`config.mk`:
```
export PLATFORM = sky130hd
export DESIGN_NAME = portb_int_detect
export DESIGN_NICKNAME = d
export VERILOG_FILES = /design/src/rtl/pic16_periph_pkg.sv /design/src/rtl/sync_chain.sv /design/src/rtl/portb_int_detect.sv
export SDC_FILE = /design/constraint.sdc
export NUM_CORES = 1
export LEC_CHECK = 0
export BUFFER_PORTS_ARGS = -buffer_cell sky130_fd_sc_hd__buf_2
export CORE_MARGIN = 2
export CORE_UTILIZATION = 39
export CTS_CLUSTER_SIZE = 8
export DETAILED_ROUTE_END_ITERATION = 10
export PLACE_DENSITY = 0.74
export SLEW_MARGIN = 10
export SYNTH_ARGS = -nofsm -noshare
export SYNTH_HDL_FRONTEND = slang
export SYNTH_SLANG_ARGS = --single-unit
```
`constraint.sdc`:
```
create_clock -name clk -period 1.1 [get_ports clk]
set_clock_uncertainty 0.15 [all_clocks]
set_input_delay 0.22 -clock clk [delete_from_list [all_inputs] [get_ports clk]]
set_output_delay 0.22 -clock clk [all_outputs]
set_load 0.01 [all_outputs]
```
`src/rtl/pic16_periph_pkg.sv`:
```
// Shared constants and small helpers for the PIC16 peripheral blocks.
package pic16_periph_pkg;

  localparam int unsigned RB_INT_BIT                = 0;
  localparam logic [7:0]  PORTB_CHANGE_MASK_DEFAULT = 8'hF0;
  localparam int unsigned SYNC_STAGES_DEFAULT       = 2;

  // Edge of the selected polarity between two consecutive levels.
  function automatic logic edge_hit(input logic cur, input logic old, input logic rising);
    return rising ? (cur & ~old) : (~cur & old);
  endfunction

endpackage

```
`src/rtl/sync_chain.sv`:
```
// Per-bit flop chain used to bring asynchronous pins into the clk domain.
module sync_chain #(
  parameter int unsigned WIDTH  = 8,
  parameter int unsigned STAGES = 2
) (
  input  logic             clk,
  input  logic             rst,
  input  logic [WIDTH-1:0] din,
  output logic [WIDTH-1:0] dout
);

  logic [WIDTH-1:0] stage_q [STAGES];
  logic [WIDTH-1:0] stage_d [STAGES];

  always_comb begin
    stage_d[0] = din;
    for (int unsigned i = 1; i < STAGES; i++) begin
      stage_d[i] = stage_q[i-1];
    end
  end

  always_ff @(posedge clk or posedge rst) begin
    if (rst) begin
      stage_q <= '{default: '0};
    end else begin
      stage_q <= stage_d;
    end
  end

  assign dout = stage_q[STAGES-1];

endmodule

```
`src/rtl/portb_int_detect.sv`:
```
// PORTB input conditioning: pin synchroniser, RB0/INT edge flag and RB<7:4> change flag.
// Optional RB0 glitch filter enabled by defining PORTB_INT_GLITCH_FILTER_EN.
module portb_int_detect
  import pic16_periph_pkg::*;
#(
  parameter int unsigned      WIDTH       = 8,
  parameter int unsigned      SYNC_STAGES = SYNC_STAGES_DEFAULT,
  parameter logic [WIDTH-1:0] CHANGE_MASK = WIDTH'(PORTB_CHANGE_MASK_DEFAULT)
) (
  input  logic             clk,
  input  logic             rst,
  input  logic [WIDTH-1:0] pin_in,
  input  logic [WIDTH-1:0] tris,
  input  logic             intedg,
  input  logic             port_rd,
  input  logic             intf_clr,
  input  logic             rbif_clr,
  output logic [WIDTH-1:0] sync_out,
  output logic             intf,
  output logic             rbif
);

  logic             prev0_q, prev0_d;
  logic [WIDTH-1:0] snap_q, snap_d;
  logic             intf_q, intf_d;
  logic             rbif_q, rbif_d;
  logic             lvl_cur_c, lvl_old_c;
  logic             int_edge_c;
  logic             mismatch_c;

  sync_chain #(
    .WIDTH (WIDTH),
    .STAGES(SYNC_STAGES)
  ) u_sync (
    .clk (clk),
    .rst (rst),
    .din (pin_in),
    .dout(sync_out)
  );

`ifdef PORTB_INT_GLITCH_FILTER_EN
  logic f0_q, f0_d;

  // Filtered level follows sync only after two agreeing samples; its update is the edge.
  always_comb begin
    f0_d = f0_q;
    if ((sync_out[RB_INT_BIT] == prev0_q) && (sync_out[RB_INT_BIT] != f0_q)) begin
      f0_d = sync_out[RB_INT_BIT];
    end
    lvl_cur_c = f0_d;
    lvl_old_c = f0_q;
  end

  always_ff @(posedge clk or posedge rst) begin
    if (rst) begin
      f0_q <= 1'b0;
    end else begin
      f0_q <= f0_d;
    end
  end
`else
  always_comb begin
    lvl_cur_c = sync_out[RB_INT_BIT];
    lvl_old_c = prev0_q;
  end
`endif

  // Flag sets take priority over CPU clears; mismatch uses the pre-read snapshot.
  always_comb begin
    prev0_d    = sync_out[RB_INT_BIT];
    snap_d     = snap_q;
    int_edge_c = edge_hit(lvl_cur_c, lvl_old_c, intedg);
    mismatch_c = |((sync_out ^ snap_q) & CHANGE_MASK & tris);
    if (port_rd) begin
      snap_d = sync_out;
    end
    intf_d = int_edge_c | (intf_q & ~intf_clr);
    rbif_d = mismatch_c | (rbif_q & ~rbif_clr);
  end

  always_ff @(posedge clk or posedge rst) begin
    if (rst) begin
      prev0_q <= 1'b0;
      snap_q  <= '0;
      intf_q  <= 1'b0;
      rbif_q  <= 1'b0;
    end else begin
      prev0_q <= prev0_d;
      snap_q  <= snap_d;
      intf_q  <= intf_d;
      rbif_q  <= rbif_d;
    end
  end

  assign intf = intf_q;
  assign rbif = rbif_q;

endmodule
```
==> results by group <==
STA
  – RSZ-0062 raised after global routing: true
  – Final setup fails: 11
  – Fin Setup TNS: -1.35 ns
  – Worst Tran Pin Value: 0.285 ns
  – Period minus WS final: 1.32 ns
  – Hold Slack: -0.00841 ns
  – Pins Over Slew Limit: 0
  – Final Hold Vio Count: 1
  – Fmax: 758 MHz
  – Worst slew margin: 0.810
  – Final worst slack: -0.219 ns
  – Final Cycle Share: 1.20

Global routing
  – Total grt overflow: 0
  – Met3 Use GR: 0.0275
  – Largest net degree at the start of global routing: 24
  – GR peak layer: met2
  – First-pass GRT wire length: 1950 um
  – Met1 Track Usage GR: 0.135
  – Tot GR Track Use: 0.135
  – Initial antenna violation count: 0
  – Vias in the first global route: 515
  – M2 GR Usage: 0.256

Synthesis
  – Most numerous cell in the Yosys netlist: dfrtp_1
  – Post-synth net total: 63
  – Synth top area cells: dfrtp_1 (81%), xor2_1 (4.9%), mux2_2 (4.8%)
  – Mapped cell area: 708 um2
  – Number of enable flip-flop cells after synthesis: 0
  – Syn Inst Count: 41
  – Post-synth top cells: dfrtp_1 (23), xor2_1 (4), mux2_2 (3), nand2_1 (3), inv_1 (2)
  – Post-synth top area share: 0.813
  – Synth area leader: dfrtp_1
  – Post-synth ARST share: 1.00
  – Average size of a mapped cell: 17.3 um2
  – Post-synth cell types: 11
  – #FFs+latches synth: 23
  – Sequential area share after synthesis: 0.813
  – Ys flop type: dfrtp_1
  – Synth warn: 0

Route
  – Routed Wire Length: 1240 um
  – Drt drc: 0
  – Antenna Nets Post-Route: 0
  – DR WL/cell: 10.9 um
  – DRT Pass-1 Iters: 4
  – Vias: 483
  – Initial DRC Count: 6
  – Via density: 4.24

Placement
  – Routability cong.: 0.667
  – IO Port Bufs: 27

Clock network
  – CTS tree: built
  – CTS Buffer Depth: 2
  – Total CTS buffers: 3
  – Worst-Skew Late Latency: 0.30 ns
  – Root Driver: clkbuf_4
  – Clock-pin slew on the worst setup and hold paths: 0.12 ns
  – H-tree level count: 1
  – Clock sinks: 23

Critical path
  – Reg2reg end: rbif
  – CP startpoint kind: flip-flop
  – R2r worst-path depth: 4
  – Worst reg2reg startpoint: u_sync.dout[5]
  – CP max FO: 2
  – Required @ worst endpoint: 0.73 ns
  – Critical path endpoint category: primary output
  – FF-to-FF setup slack: -0.15 ns
  – Crit path arrival time: 0.95 ns
  – Critical Path End: sync_out[6]
  – Critical Path Start: u_sync.dout[6]
  – Crit Path Category: flip-flop to primary output

Finish
  – Filler cell count: 131
  – P&R area growth vs syn: 52.7%
  – Final nets: 112
  – Layout cell share with drive strength beyond 1: 0.461
  – Antenna cells: 0

Pwr
  – Peak supply drop: 999 uV
  – Psw: 336 uW
  – Pwr/cell area: 1380 mW/mm2
  – Clk pwr share: 0.247
  – Gate power share: 0.130
  – P_leak: 0.000529 uW
  – Internal power: 1150 uW
  – Sw frac: 0.226
  – Reg power frac: 0.623
  – Tot Pwr: 1490 uW

Floorplanning
  – DIE AREA: 0.00217 mm2
  – Initial Utilization: 0.415
  – Rows: 15
  – Die Ht: 46.6 um
  – Die span in x: 46.6 um
  – Core area: 0.00171 mm2
  – Total I/O pin count: 32

Status
  – Failing checks: negative hold slack, negative setup slack
  – Status: finished, violations left

Flow run
  – Max cap viols: 0

Worst hold path
  – Hold crit path type: primary input to flip-flop
## area by class of cell
| type | instances | area (um2) | area share |
|---|---|---|---|
| Sequential cell | 23 | 576 | 0.532 |
| Timing Repair Buffer | 44 | 307 | 0.284 |
| Multi-Input combinational cell | 16 | 133 | 0.123 |
| Tap cell | 25 | 31.3 | 0.0289 |
| Clock buffer | 3 | 22.5 | 0.0208 |
| Inverter | 2 | 7.51 | 0.00694 |
| Clock inverter | 1 | 5.00 | 0.00463 |
## registers in the layout, summed over array words and instances, names as in the netlist
register and count:
snap_q 4, lvl_old_c 1, rbif 1, u_sync.dout 8, u_sync.stage_d 8, intf 1
## stage by stage
step | cell area [um2] | utilization | std cells | setup WS (ns)
5_1_grt | 1080 | 0.633 | 114 | -0.258
4_1_cts | 1070 | 0.629 | 114 | -0.234
2_1_floorplan | 708 | - | 41 | -0.0954
3_3_place_gp | 897 | 0.525 | 96 | -0.0739
3_5_place_dp | 897 | 0.525 | 96 | -0.126
6_report | 1080 | 0.633 | 114 | -0.219
## routing by layer
metal	vias to the layer above	routed length (um)
li1	228	-
met1	230	434
met2	21	704
met3	4	78
met4	0	25
met5	-	0
## layout by cell type (no fill, tap or decap)
| master | Yosys | final |
|---|---|---|
| a21oi_1 | 1 | 1 |
| a222oi_1 | 1 | 1 |
| buf_2 | 0 | 25 |
| buf_4 | 0 | 5 |
| buf_6 | 0 | 3 |
| clkbuf_4 | 0 | 3 |
| clkinv_2 | 0 | 1 |
| dfrtp_1 | 23 | 23 |
| dlygate4sd3_1 | 0 | 11 |
| inv_1 | 2 | 2 |
| mux2_1 | 1 | 1 |
| mux2_2 | 3 | 3 |
| nand2_1 | 3 | 3 |
| nor2_1 | 1 | 1 |
| nor2b_1 | 1 | 1 |
| o221ai_1 | 1 | 1 |
| xor2_1 | 4 | 3 |
| xor2_2 | 0 | 1 |
## worst min-delay path by stage
stage          endpoint  slack, ns  cells after the start     from
2_1_floorplan      intf       0.07                      1      rst
3_3_place_gp       intf       0.11                      3      rst
3_5_place_dp       intf       0.11                      3      rst
4_1_cts            rbif      -0.01                      3  tris[5]
5_1_grt            rbif      0.001                      3  tris[5]
6_report           rbif     -0.008                      3  tris[5]
## worst max-delay path, cell delays in order, from the launching register on
cell,delay [ns]
dfrtp_1,0.42
buf_6,0.13
buf_6,0.11
## cell families (layout without fill, tap and decap cells)
logic type | after synthesis | in the layout | share of synthesized area
XOR/XNOR | 4 | 4 | 0.0495
multiplexers | 4 | 4 | 0.0636
AND/OR/NAND/NOR | 5 | 5 | 0.0300
flip-flops | 23 | 23 | 0.813
AO/OA/AOI/OAI | 3 | 3 | 0.0336
buffers and inverters | 2 | 50 | 0.0106
## timing repair
item                       4_1_cts  5_1_grt
resized for setup                3        1
pin swaps                        1        0
setup endpoints to repair       11       11
setup buffers                    3        0
hold buffers                    11        0
hold endpoints to repair        33        0
## power groups by stage
stage	combinational [uW]	sequential, uW	clock (uW)
after CTS	193	926	379
after floorplan	58.2	953	0
final	193	927	367
after global routing	216	935	414
after detailed placement	147	945	0
after global placement	142	940	0
(Power assumes the default switching activity.)
